## src/rtl/key_sched_pkg.sv

```systemverilog
// rtl/key_sched_pkg.sv - shared types and constants for the AES-128 round-key sequencer
package key_sched_pkg;

    typedef enum logic [1:0] {
        IDLE  = 2'd0,
        RUN   = 2'd1,
        DONE  = 2'd2,
        READY = 2'd3
    } state_t;

    localparam int AES_NR = 10;
    localparam int KEY_W  = 128;
    localparam int IDX_W  = 4;

endpackage

```

## src/rtl/key_sched_ctrl_key_bank.sv

```systemverilog
// rtl/key_sched_ctrl_key_bank.sv - round-key register file, one write port, one registered read port
module key_bank
    import key_sched_pkg::*;
#(
    parameter int DEPTH = AES_NR + 1
) (
    input  logic             clk,
    input  logic             rst_n,
    input  logic             wr_en,
    input  logic [IDX_W-1:0] wr_idx,
    input  logic [KEY_W-1:0] wr_data,
    input  logic             rd_en,
    input  logic [IDX_W-1:0] rd_idx,
    output logic [KEY_W-1:0] rd_data,
    output logic             rd_valid
);

    logic [KEY_W-1:0] mem_q [DEPTH];
    logic [KEY_W-1:0] mem_d [DEPTH];
    logic [KEY_W-1:0] rd_data_q, rd_data_d;
    logic             rd_valid_q, rd_valid_d;

    always_comb begin
        mem_d = mem_q;
        if (wr_en) begin
            mem_d[wr_idx] = wr_data;
        end
    end

    // Caller only raises rd_en for in-range indices; a dropped request reads as zero.
    always_comb begin
        rd_valid_d = rd_en;
        rd_data_d  = '0;
        if (rd_en) begin
            rd_data_d = mem_q[rd_idx];
        end
    end

    always_ff @(posedge clk) begin
        mem_q <= mem_d;
    end

    always_ff @(posedge clk or negedge rst_n) begin
        if (!rst_n) begin
            rd_data_q  <= '0;
            rd_valid_q <= 1'b0;
        end else begin
            rd_data_q  <= rd_data_d;
            rd_valid_q <= rd_valid_d;
        end
    end

    assign rd_data  = rd_data_q;
    assign rd_valid = rd_valid_q;

endmodule

```

## src/rtl/key_sched_ctrl.sv

```systemverilog
// rtl/key_sched_ctrl.sv - AES-128 key expansion sequencer with round-key bank; KEY_SCHED_DECRYPT_EN adds rk_rev
module key_sched_ctrl
    import key_sched_pkg::*;
#(
    parameter int KX_LAT = 1,
    parameter int NR     = AES_NR
) (
    input  logic             clk,
    input  logic             rst_n,
    input  logic             start,
    input  logic [KEY_W-1:0] key_in,
    output logic             busy,
    output logic             done,
    output logic             keys_valid,
    output logic [KEY_W-1:0] kx_key,
    output logic [IDX_W-1:0] kx_times,
    input  logic [KEY_W-1:0] kx_keyout,
    input  logic             rk_rd_en,
    input  logic [IDX_W-1:0] rk_rd_idx,
`ifdef KEY_SCHED_DECRYPT_EN
    input  logic             rk_rev,
`endif
    output logic [KEY_W-1:0] rk_rd_data,
    output logic             rk_rd_valid
);

    localparam int WAIT_W = (KX_LAT < 1) ? 1 : $clog2(KX_LAT + 1);

    state_t             state_q, state_d;
    logic [IDX_W-1:0]   round_q, round_d;
    logic [WAIT_W-1:0]  wait_q, wait_d;
    logic               busy_q, busy_d;
    logic               done_q, done_d;
    logic               keys_valid_q, keys_valid_d;
    logic [KEY_W-1:0]   kx_key_q, kx_key_d;
    logic [IDX_W-1:0]   kx_times_q, kx_times_d;

    logic               bank_wr_en;
    logic [IDX_W-1:0]   bank_wr_idx;
    logic [KEY_W-1:0]   bank_wr_data;
    logic               rd_idx_ok;
    logic [IDX_W-1:0]   rd_idx_eff;

    always_comb begin
        state_d      = state_q;
        round_d      = round_q;
        wait_d       = wait_q;
        busy_d       = busy_q;
        done_d       = 1'b0;
        keys_valid_d = keys_valid_q;
        kx_key_d     = kx_key_q;
        kx_times_d   = kx_times_q;
        bank_wr_en   = 1'b0;
        bank_wr_idx  = round_q;
        bank_wr_data = kx_keyout;
        case (state_q)
            IDLE, READY: begin
                if (start) begin
                    bank_wr_en   = 1'b1;
                    bank_wr_idx  = '0;
                    bank_wr_data = key_in;
                    kx_key_d     = key_in;
                    kx_times_d   = IDX_W'(1);
                    round_d      = IDX_W'(1);
                    wait_d       = '0;
                    busy_d       = 1'b1;
                    keys_valid_d = 1'b0;
                    state_d      = RUN;
                end
            end
            RUN: begin
                // Hold each round for KX_LAT cycles so the datapath output has settled before capture.
                if (wait_q < WAIT_W'(KX_LAT)) begin
                    wait_d = wait_q + 1'b1;
                end else begin
                    bank_wr_en = 1'b1;
                    kx_key_d   = kx_keyout;
                    wait_d     = '0;
                    if (round_q == IDX_W'(NR)) begin
                        kx_times_d   = '0;
                        busy_d       = 1'b0;
                        done_d       = 1'b1;
                        keys_valid_d = 1'b1;
                        state_d      = DONE;
                    end else begin
                        round_d    = round_q + 1'b1;
                        kx_times_d = round_q + 1'b1;
                    end
                end
            end
            DONE: begin
                state_d = READY;
            end
            default: begin
                state_d = IDLE;
            end
        endcase
    end

    always_ff @(posedge clk or negedge rst_n) begin
        if (!rst_n) begin
            state_q      <= IDLE;
            round_q      <= '0;
            wait_q       <= '0;
            busy_q       <= 1'b0;
            done_q       <= 1'b0;
            keys_valid_q <= 1'b0;
            kx_key_q     <= '0;
            kx_times_q   <= '0;
        end else begin
            state_q      <= state_d;
            round_q      <= round_d;
            wait_q       <= wait_d;
            busy_q       <= busy_d;
            done_q       <= done_d;
            keys_valid_q <= keys_valid_d;
            kx_key_q     <= kx_key_d;
            kx_times_q   <= kx_times_d;
        end
    end

    // Range check uses the raw index; reversal only remaps an already-legal index.
    assign rd_idx_ok = (rk_rd_idx <= IDX_W'(NR));
`ifdef KEY_SCHED_DECRYPT_EN
    assign rd_idx_eff = rk_rev ? (IDX_W'(NR) - rk_rd_idx) : rk_rd_idx;
`else
    assign rd_idx_eff = rk_rd_idx;
`endif

    key_bank #(
        .DEPTH (NR + 1)
    ) u_key_bank (
        .clk      (clk),
        .rst_n    (rst_n),
        .wr_en    (bank_wr_en),
        .wr_idx   (bank_wr_idx),
        .wr_data  (bank_wr_data),
        .rd_en    (rk_rd_en && keys_valid_q && rd_idx_ok),
        .rd_idx   (rd_idx_eff),
        .rd_data  (rk_rd_data),
        .rd_valid (rk_rd_valid)
    );

    assign busy       = busy_q;
    assign done       = done_q;
    assign keys_valid = keys_valid_q;
    assign kx_key     = kx_key_q;
    assign kx_times   = kx_times_q;

endmodule

```

## config.mk

```make
export PLATFORM = sky130hd
export DESIGN_NAME = key_sched_ctrl
export DESIGN_NICKNAME = d
export VERILOG_FILES = /design/src/rtl/key_sched_pkg.sv /design/src/rtl/key_sched_ctrl_key_bank.sv /design/src/rtl/key_sched_ctrl.sv
export SDC_FILE = /design/constraint.sdc
export NUM_CORES = 2
export LEC_CHECK = 0
export BUFFER_PORTS_ARGS = -buffer_cell sky130_fd_sc_hd__buf_2
export CAP_MARGIN = 0
export CORE_ASPECT_RATIO = 0.6
export CORE_MARGIN = 2
export CORE_UTILIZATION = 50
export CTS_CLUSTER_DIAMETER = 30
export CTS_CLUSTER_SIZE = 20
export DETAILED_ROUTE_END_ITERATION = 12
export PLACE_DENSITY = 0.67
export SYNTH_ARGS = -nofsm -noshare
export SYNTH_HDL_FRONTEND = slang
export SYNTH_HIERARCHICAL = 1
export SYNTH_SLANG_ARGS = --single-unit
```

## constraint.sdc

```tcl
create_clock -name clk -period 16.5 [get_ports clk]
set_clock_uncertainty 0.1 [all_clocks]
set_input_delay 1.65 -clock clk [delete_from_list [all_inputs] [get_ports clk]]
set_output_delay 1.65 -clock clk [all_outputs]
set_load 0.05 [all_outputs]
```

==> flow_metrics.tcl <==
set metrics [dict create \
    grt_pass1_wl_mm 246 \
    cts-htree-levels 4 \
    post_cts_resized 0 \
    grtUsageTotal 0.247 \
    p_per_area_mw_per_mm2 162 \
    grt_max_degree 170 \
    grt_pass1_vias 36351 \
    avgRoutedWirePerCell_um 27.2 \
    crit_path_end_kind "flip-flop" \
    die_h_um 285 \
    initial_core_util 0.502 \
    num_vias 36308 \
    max_cap_viol_count 0 \
    vdd.ir_drop.worst_v 0.000101 \
    synth_seq_cells 1679 \
    clockBufferDepth 3 \
    final_cells 6155 \
    fin_crit_ns 5.33 \
    first_iter_violations 3430 \
    dp.cells 5753 \
    holdWs_ns 0.367 \
    path_class "in2reg" \
    fmaxAchievable_ghz 0.188 \
    clock-sinks 1679 \
    postCtsSetupBuffers 0 \
    cts_tree "built" \
    vias_per_cell 5.90 \
    crit_fanout 59 \
    crit_chain "buf_2, nand2_4, and2_1, nand2b_1, nor2_4, buf_4, buf_4" \
    timing.final.crit_share 0.323 \
    hold_path.class "reg2reg" \
    port_buffers 527 \
    final-setup-viol-count 0 \
    synth_cells 3678 \
    cp.required_ns 16.82 \
    io_pins 528 \
    worst_pin_slew_ns 1.23 \
    rrSetupSlack_ns 11.18 \
    coreArea_mm2 0.131 \
    cp.arrival_ns 5.64 \
    syn-num-nets 3946 \
    slew_viol_final 0 \
    path_buf_inv 3 \
    cp_slowest_stage_delay_ns 1.03 \
    rsz0062_at_grt "no" \
    clk_pin_slew_ns 0.06 \
    postCtsHoldBufs 0 \
    cp_top_family "buffers and inverters" \
    clock_latency_ns 0.83 \
    crit_path_frequent_cell "buf_4" \
    syn_to_final_growth_pct 17.7 \
    wl_mm 167 \
    setup_ws_ns 11.17 \
    gr-total-overflow 0 \
    seq_area_frac_synth 0.745 \
    dp_hpwl_mm 90.9 \
    synthFlopType "edfxtp_1" \
    synth_edf_count 1408 \
    final_util 0.591 \
    crit_slowest_cell "buf_4" \
    cp-start-kind "input port" \
    drtPass1Iterations 6 \
    max-slew-margin-rel 0.181 \
    die_x_um 473 \
    finalNetCount 4501 \
    gp_congestion 0.810 \
    avgSynthCellArea_um2 17.9 \
    dp_worst_setup_slack_ns 10.42 \
    antenna_found_initial 7 \
    drc 0 \
    cts-root-buf "clkbuf_16" \
    hold_viol_final 0 \
    dieArea_mm2 0.135 \
    rows 103 \
    cts_buffers 210 \
    ys_warn_count 6 \
    outcome "finished clean" \
    ant_nets 0 \
    leakagePower_nw 27.8 \
    fin_tns_setup_ns 0 \
    drive_above_1_share 0.313 \
    synth.distinct_cells 44 \
    async_flop_share 0.161 \
    syn_area_mm2 0.0659 \
]
registers in the layout, summed over array words and instances (netlist names):
name and cells:
u_key_bank/rd_valid 1, kx_key 128, keys_valid 1, done 1, wait_q 1, u_key_bank/rd_data 128
busy 1, kx_times 4, u_key_bank/mem_q 1408, round_q 4, state_q 2
metal layers:
metal / share of wire / routed length (um) / GRT usage
met1: 0.45 / 75100 / 0.369
met2: 0.47 / 79100 / 0.386
met3: 0.063 / 10500 / 0.0379
met4: 0.015 / 2540 / 0.0573
met5: 0 / 0 / 0
area by class of cell:
cell class | instances | area (um2)
antenna | 1 | 2.50
clock buffer | 240 | 5490
clock inverter | 161 | 2020
fill | 9677 | 53700
inverter | 5 | 18.8
multi-input combinational | 1750 | 15600
sequential | 1679 | 49100
tap | 1732 | 2170
timing repair buffer | 587 | 3170
metrics by stage:
step                cell area (um2)  power, mW
CTS                           77500       12.6
global route                  77500       13.0
detailed placement            70000       7.83
finish                        77500       12.5
global placement              70000       7.79
floorplan                     65900       7.20
cells in the mapped netlist, types with 2 or more instances:
master	number	area share
a21oi_1	4	0.00030
dfrtp_1	271	0.10
and2_1	3	0.00028
a2bb2oi_1	128	0.017
o31ai_1	2	0.00023
a22o_1	3	0.00040
buf_6	12	0.0021
a211oi_1	128	0.015
clkbuf_1	93	0.0053
nand3b_1	3	0.00034
nand2b_1	3	0.00028
o21ai_2	10	0.0013
ha_1	4	0.00076
mux4_2	128	0.044
o32ai_1	128	0.017
nand2b_2	2	0.00027
nor3_1	3	0.00023
edfxtp_1	1408	0.64
buf_2	85	0.0065
mux2_2	256	0.044
nand2_1	133	0.0076
inv_1	5	0.00028
nor2_1	10	0.00057
o21ai_0	183	0.014
nand3_1	4	0.00030
mux2i_1	256	0.039
o21ai_1	75	0.0057
nor2b_1	261	0.025
nand2_2	10	0.00095
buf_4	53	0.0060
where the power goes:
group	switching, mW	total [mW]	leakage [nW]	internal (mW)
clock	1.98	4.79	3.57	2.81
sequential	0.144	5.40	16.3	5.26
combinational	1.74	2.33	7.92	0.596
total	3.86	12.5	27.8	8.67
logic make-up after synthesis:
kind of cell	count (synthesis)	share of synthesized area
muxes	640	0.126
adders and majority gates	4	0.000760
xor gates and xnor gates	2	0.000266
and+or+nand+nor	438	0.0363
AOI/OAI and AO/OA	666	0.0713
buffers and inverters	249	0.0204
DFF	1679	0.745
path summary, 6_finish.rpt:
kind                        startpoint                endpoint  cells past startpoint
max                              start    u_key_bank/mem_q[63]                      7
min                        kx_times[0]             kx_times[0]                      2
max reg2reg                 state_q[0]    u_key_bank/mem_q[63]                      8
min reg2reg                kx_times[0]             kx_times[0]                      2
max in group asynchronous        rst_n  u_key_bank/rd_data[74]                      3
min in group asynchronous        rst_n              kx_key[27]                      1
cell usage in the layout (no fill, tap or decap), types with 3 or more instances in the layout:
cell | synthesis | final
edfxtp_1 | 1408 | 1408
buf_2 | 85 | 523
dfrtp_1 | 271 | 271
nor2b_1 | 261 | 259
mux2_2 | 256 | 256
mux2i_1 | 256 | 256
clkbuf_16 | 0 | 213
o21ai_0 | 183 | 183
nand2_1 | 133 | 132
mux4_2 | 128 | 128
a211oi_1 | 128 | 128
a2bb2oi_1 | 128 | 128
o32ai_1 | 128 | 128
o21ai_1 | 75 | 75
buf_4 | 53 | 57
inv_6 | 0 | 35
clkinvlp_4 | 0 | 28
clkinv_4 | 0 | 22
clkbuf_1 | 93 | 21
bufinv_16 | 0 | 21
inv_8 | 0 | 17
clkinv_2 | 0 | 12
nand2_2 | 10 | 10
o21ai_2 | 10 | 10
nor2_4 | 0 | 8
clkinv_8 | 0 | 7
clkinv_1 | 0 | 7
clkinv_16 | 0 | 6
clkbuf_8 | 0 | 6
inv_1 | 5 | 5
inv_16 | 0 | 5
a21oi_1 | 4 | 4
nand3_1 | 4 | 4
buf_12 | 1 | 4
and2_1 | 3 | 3
a22o_1 | 3 | 3
ha_1 | 4 | 3
buf_8 | 0 | 3
nand3b_1 | 3 | 3
nor3_2 | 0 | 3
worst register-to-register path: stages, from the launching register on:
cell and delay [ns]:
dfrtp_1 0.41, inv_1 0.06, ha_1 0.42, nand2_4 0.47, and2_1 0.38, nand2b_1 0.25
nor2_4 0.82, buf_4 1.04, buf_4 0.94
Power figures use the tool's default switching activity.
